## src/rtl/pulse_queue_pkg.sv

```systemverilog
// pulse_queue_pkg: shared FSM encoding and timing defaults for the pulse request queue
package pulse_queue_pkg;
  typedef enum logic [1:0] {IDLE, ISSUE, WAIT_HI, WAIT_LO} pq_state_t;
  localparam int BUSY_TIMEOUT_DEF = 8;
endpackage

```

## src/rtl/sat_updown_counter.sv

```systemverilog
// sat_updown_counter: up/down counter that saturates at all-ones and strobes on a dropped increment
module sat_updown_counter #(
  parameter int W = 4
) (
  input  logic         clk,
  input  logic         rst,
  input  logic         inc,
  input  logic         dec,
  output logic [W-1:0] count,
  output logic         ovf
);
  assign ovf = inc && !dec && &count;
  // simultaneous inc and dec cancel; a saturated increment is dropped
  always_ff @(posedge clk)
    if (rst) count <= '0;
    else if (inc && !dec && !(&count)) count <= count + 1'b1;
    else if (dec && !inc && |count) count <= count - 1'b1;
endmodule

```

## src/rtl/pulse_request_queue.sv

```systemverilog
// pulse_request_queue: queues request events and issues them one at a time to a handshake synchronizer
module pulse_request_queue
  import pulse_queue_pkg::*;
#(
  parameter int CNT_W        = 4,
  parameter int BUSY_TIMEOUT = BUSY_TIMEOUT_DEF
) (
  input  logic             clk_fast,
  input  logic             reset,
  input  logic             event_in,
  input  logic             synchro_busy,
  input  logic             clear_flags,
  output logic             pulse_out,
  output logic [CNT_W-1:0] pending_count,
  output logic             queue_empty,
  output logic             overflow,
  output logic             handshake_err
);
  localparam int TW = $clog2(BUSY_TIMEOUT + 1);
  pq_state_t state, state_nx;
  logic [TW-1:0] tmo;
  logic issue, timeout, cnt_ovf;
  assign issue = state_nx == ISSUE;
  assign queue_empty = pending_count == '0;
  sat_updown_counter #(.W(CNT_W)) u_cnt (
    .clk  (clk_fast),
    .rst  (reset),
    .inc  (event_in),
    .dec  (issue),
    .count(pending_count),
    .ovf  (cnt_ovf)
  );
  // next state; tmo counts edges since the pulse was issued, so busy gets BUSY_TIMEOUT edges to appear
  always_comb begin
    state_nx = state;
    timeout = 1'b0;
    case (state)
      IDLE:    state_nx = (|pending_count && !synchro_busy) ? ISSUE : IDLE;
      ISSUE:   state_nx = WAIT_HI;
      WAIT_HI: begin
        timeout = !synchro_busy && tmo == TW'(BUSY_TIMEOUT - 1);
        state_nx = synchro_busy ? WAIT_LO : timeout ? IDLE : WAIT_HI;
      end
      WAIT_LO: state_nx = synchro_busy ? WAIT_LO : IDLE;
      default: state_nx = IDLE;
    endcase
  end
  // state, registered pulse, handshake timer and sticky flags (a set beats a clear)
  always_ff @(posedge clk_fast)
    if (reset) begin
      state <= IDLE;
      pulse_out <= 1'b0;
      tmo <= '0;
      overflow <= 1'b0;
      handshake_err <= 1'b0;
    end else begin
      state <= state_nx;
      pulse_out <= issue;
      tmo <= (state == IDLE) ? '0 : tmo + 1'b1;
      overflow <= cnt_ovf || (overflow && !clear_flags);
      handshake_err <= timeout || (handshake_err && !clear_flags);
    end
endmodule

```

## config.mk

```make
export PLATFORM = sky130hd
export DESIGN_NAME = pulse_request_queue
export DESIGN_NICKNAME = d
export VERILOG_FILES = /design/src/rtl/pulse_queue_pkg.sv /design/src/rtl/sat_updown_counter.sv /design/src/rtl/pulse_request_queue.sv
export SDC_FILE = /design/constraint.sdc
export NUM_CORES = 1
export LEC_CHECK = 0
export BUFFER_PORTS_ARGS = -buffer_cell sky130_fd_sc_hd__clkbuf_2
export CAP_MARGIN = 15
export CORE_MARGIN = 4
export CORE_UTILIZATION = 50
export DETAILED_ROUTE_END_ITERATION = 8
export GPL_TIMING_DRIVEN = 0
export PLACE_DENSITY = 0.74
export SETUP_SLACK_MARGIN = 0.1
export SYNTH_ARGS = -nofsm -noshare
export SYNTH_HDL_FRONTEND = slang
export SYNTH_SLANG_ARGS = --single-unit
export TNS_END_PERCENT = 30
```

## constraint.sdc

```tcl
create_clock -name clk_fast -period 3.4 [get_ports clk_fast]
set_input_delay 0.51 -clock clk_fast [delete_from_list [all_inputs] [get_ports clk_fast]]
set_output_delay 0.51 -clock clk_fast [all_outputs]
set_load 0.01 [all_outputs]
```

# Yosys cells after proc, flatten, opt, wreduce, memory -nomap -nowiden
# Cells that the tools add are included.
[word_totals]
ff_bits = 13
in_bits = 5
output_inout_bits = 8
wordCells = 44
[classes]
add_sub_neg = 3
eq_ne = 5
muxes = 8
reduce_logical = 22
[op_table]
columns = ["op", "count"]
rows = [
  ["1-bit logical AND", 9],
  ["4-bit by 1-bit adder with 4-bit output (second input constant)", 2],
  ["4-bit two-way mux", 2],
  ["2-bit case mux with 4 select lines", 1],
  ["2-bit two-way mux", 3],
  ["1-bit zero test", 5],
  ["2-bit by 1-bit == test with 1-bit output (second input constant)", 2],
  ["2-bit == test (second input constant)", 2],
  ["4-bit by 3-bit == test with 1-bit output (second input constant)", 1],
  ["4-bit zero test", 1],
  ["4-bit AND reduction", 1],
  ["4-bit OR reduction", 1],
  ["4-bit by 1-bit subtractor with 4-bit output (second input constant)", 1],
  ["2-bit zero test", 1],
  ["1-bit logical OR", 2],
  ["1-bit two-way mux", 2],
  ["2-bit nonzero test", 1],
  ["2-bit OR reduction", 1],
]

# Longest topological paths before layout
[depth]
ltp_word = 10
depth_mapped = 8
mapped_depth_nobuf = 8

# Cells and area by module
# From an unflattened synthesis, not the netlist that was laid out.
[hier_totals]
cells_unflattened = 65
hier_area_um2 = 611.8
[modules_own_cells]
columns = ["mod", "n_inst", "cells_each", "area_per_inst_um2", "seq_area_each_um2"]
rows = [
  ["pulse_request_queue", 1, 35, 324.1, 180.2],
  ["sat_updown_counter", 1, 30, 287.8, 80.1],
]

# Least setup slack after synthesis
# OpenSTA, ideal clock, no wires.
[synth_timing]
kind = "flip-flop to flip-flop"
start = "reg u_cnt.count[0]"
end = "reg u_cnt.count[3]"
setup_time_ps = 127
t_arrival_ps = 2226
t_required_ps = 3273
setup_slack_ps = 1047
path_stages_with_launch = 9
path_buffers = 0
synth_period_minus_slack_ps = 2353
path_cell_list = "dfxtp_1 -> or4_4 -> a211oi_4 -> inv_2 -> ha_1 -> a21oi_1 -> a21boi_0 -> mux2i_1 -> o211ai_2"
[synth_between]
elab_chain_cells = 9
elab_cells_between_ends = 17
classes_between = "2 x add/sub; 1 x eq/ne; 4 x mux; 10 x reduce/logical"
[synth_lines]
columns = ["element", "line_no", "rtl"]
rows = [
  ["start, declared", "sat_updown_counter.sv:9", "output logic [W-1:0] count,"],
  ["start signal, assigned", "sat_updown_counter.sv:16", "else if (inc && !dec && !(&count)) count <= count + 1'b1;"],
  ["start signal, assigned", "sat_updown_counter.sv:17", "else if (dec && !inc && |count) count <= count - 1'b1;"],
  ["4-bit OR reduction", "sat_updown_counter.sv:17, pulse_request_queue.sv:38", ""],
  ["1-bit logical AND", "pulse_request_queue.sv:38", "IDLE: state_nx = (|pending_count && !synchro_busy) ? ISSUE : IDLE;"],
  ["1-bit two-way mux", "pulse_request_queue.sv:38", ""],
  ["2-bit case mux with 4 select lines", "pulse_request_queue.sv:37", "case (state)"],
  ["2-bit by 1-bit == test with 1-bit output", "pulse_request_queue.sv:23", "assign issue = state_nx == ISSUE;"],
  ["1-bit zero test", "sat_updown_counter.sv:16", ""],
  ["1-bit logical AND (2 in series)", "sat_updown_counter.sv:16", ""],
  ["4-bit two-way mux or 2-bit nonzero test (tied branches)", "n/a", ""],
]
# Several ways; a longest one is shown, not always the timed one. The select of a mux whose other input is x is not followed.
# A chain may end at the register's enable or synchronous reset.

# Worst setup path after layout
# Ends and elaborated chain as after synthesis.

==> qor.txt <==
Crit. End Element: register
Resize count post-CTS: 0
top-area cell type share of the netlist area: 39.8%
Commonest cells post-synth: dfxtp_1 (13), nor2_1 (11), nand3_1 (5)
CTS H-tree lvls: 1
Async S/R FF share, synth: 0%
I/O pin count: 13
Sw Share: 40.9%
Crit Path Class: register to register
cell depth of the worst flop-to-flop path: 8
Syn Nets: 80
flop and latch count out of synthesis: 13
via count of the first global-routing pass: 502
Comb power frac: 45.5%
fin worst setup slack: 0.854 ns
TritonCTS Buffers: 3
Layout area overhead: 15.1%
port bufs: 11
sequential area share after synthesis: 39.8%
Cell Area, Synth: 654 um2
Total Die Area: 1950 um2
synth top area cells: dfxtp_1 (40%), nor2_1 (6.3%), ha_1 (5.7%), nand3_1 (3.8%), a211oi_4 (3.1%)
Clk pwr share: 16.1%
Vias: 544
Max Slew Vio Count: 0
Hold Violations, Final: 0
setup TNS: 0 ns
crit start category: register
CTS max path bufs: 2
initial drt markers: 15
Core Area: 1170 um2
Int Pwr: 346 uW
Data arrival, critical path: 2.71 ns
Hold-fix buffers, CTS: 0
Sequential Power Share: 38.4%
WHS Endpoint: tmo[0]
Routed WL: 1220 um
Period minus WS final: 2.55 ns
ys flop type: dfxtp_1
share of layout cells above drive strength 1: 27.9%
DR DRC count: 0
Antenna Cells: 0
hpwl dp: 947 um
fillers: 100
global-route wire length before repair: 2100 um
fmax: 393 MHz
Synth Warn #: 0
Initial Util: 55.9%
Max-Cap Viols: 0
Worst-Skew Late Latency: 0.27 ns
syn_area_per_cell: 9.22 um2
DR WL/cell: 12.2 um
Clk pin slew, worst setup/hold paths: 0.08 ns
# setup viols final: 0
R2R Path End: u_cnt.count[3]
DP Worst Slack: 0.892 ns
HP Class: register to register
PwrDens: 776 nW/um2
initial antenna violation count: 0
postcts setup bufs: 0
reg-to-reg slack, setup: 0.85 ns
Post-synth EDFFs: 0
Synth area leader: dfxtp_1
Yosys cell types: 30
CP max FO: 7
RD Place Congestion: 0.767
worst slew pin tran: 0.551 ns
most common cell in the netlist: dfxtp_1
ANT nets after route: 0
final setup skew: 0.00234 ns
GRT Overall Usage: 14.8%
RSZ-0062 raised after global routing: no
Worst VDD drop: 0.415 mV
1st-pass router iterations: 4
status: finished clean
Die Ht: 44.2 um
leak pwr: 0.000333 uW
net switching power figure: 239 uW
Die X-Extent: 44.2 um
Vias/cell: 5.44
nets: 96
grt ovf: 0
Hold Path Stages: 1
required time of the critical path: 3.56 ns
# rows: 12
CTS tree: yes
Syn Inst Count: 71
Hold Path Origin: tmo[0]
CTS root buffer: clkbuf_4
pin count of the biggest net entering global routing: 11
worst reg2reg startpoint: u_cnt.count[0]
max_slew headroom: 63.0%
CTS sink count: 13
Final period util: 74.9%
Fin Hold WS: 0.452 ns
## cell type report
cell class	count	area, um2	area share [%]
buffer	1	3.75	0.498
timing repair buffer	11	55.1	7.31
clock buffer	4	26.3	3.49
tap	14	17.5	2.33
sequential	13	260	34.6
inverter	5	18.8	2.49
multi-input combinational	52	372	49.3
## metal layers
| metal | vias up | global-route usage (%) | routed length, um |
|---|---|---|---|
| met2 | 23 | 23.0 | 516 |
| met1 | 243 | 18.0 | 589 |
| li1 | 276 | - | - |
| met4 | 0 | 4.82 | 10 |
| met3 | 2 | 7.32 | 108 |
| met5 | - | 0 | 0 |
## state kept, by name (all words and copies together), names as in the netlist
name,flops
handshake_err,1
u_cnt.count,4
tmo,4
overflow,1
state,2
pulse_out,1
## power groups by stage
stage | logic [uW] | registers, uW | clock network [uW]
6_report | 266 | 225 | 94.3
5_1_grt | 304 | 230 | 108
4_1_cts | 269 | 224 | 98.7
3_5_place_dp | 269 | 228 | 0
3_3_place_gp | 258 | 227 | 0
2_1_floorplan | 192 | 231 | 0
## logic make-up after synthesis
family          after synthesis  synth area share [%]
fa+ha+maj                     4                  8.80
mux                           1                  1.53
flops                        13                  39.8
simple gates                 30                  25.2
xor+xnor                      3                  4.02
buf+inv                       6                  3.44
compound gates               14                  17.2
## cell usage in the layout (no fill, tap or decap), drive strengths merged
cell type   n
a21boi      1
xor2        2
nor3b       1
and3        1
nand2       3
dfxtp      13
and4        1
a32oi       2
a211oi      1
and2        1
nand2b      1
o21bai      1
a21oi       6
ha          3
xnor2       1
nor2       11
or4         1
nor3        4
o21ai       2
fa          1
o211ai      1
and3b       1
clkbuf     16
nand3       5
inv         5
mux2i       1
## worst max-delay path by stage
stage                           endpoint  slack, ns      startpoint
after global placement    u_cnt.count[3]       0.94  u_cnt.count[0]
after floorplan           u_cnt.count[3]       1.05  u_cnt.count[0]
after CTS                 u_cnt.count[3]       0.88  u_cnt.count[0]
after global routing      u_cnt.count[3]       0.74  u_cnt.count[0]
final                     u_cnt.count[3]       0.85  u_cnt.count[0]
after detailed placement  u_cnt.count[3]       0.89  u_cnt.count[0]
## metrics by stage
step	cells	total power, uW	instance area (um2)	utilization [%]
2_1_floorplan	71	423	654	-
3_3_place_gp	96	484	727	62.1
3_5_place_dp	96	497	727	62.1
4_1_cts	100	593	753	64.3
5_1_grt	100	643	753	64.3
6_report	100	585	753	64.3
## critical path: stages, from the launching register on
cell      delay (ns)
dfxtp_1         0.38
or4_4           0.58
a211oi_4        0.38
inv_2           0.13
ha_1            0.35
a21oi_1         0.23
a21boi_0        0.12
mux2i_1         0.17
o211ai_2        0.09
Power figures use the tool's default switching activity.
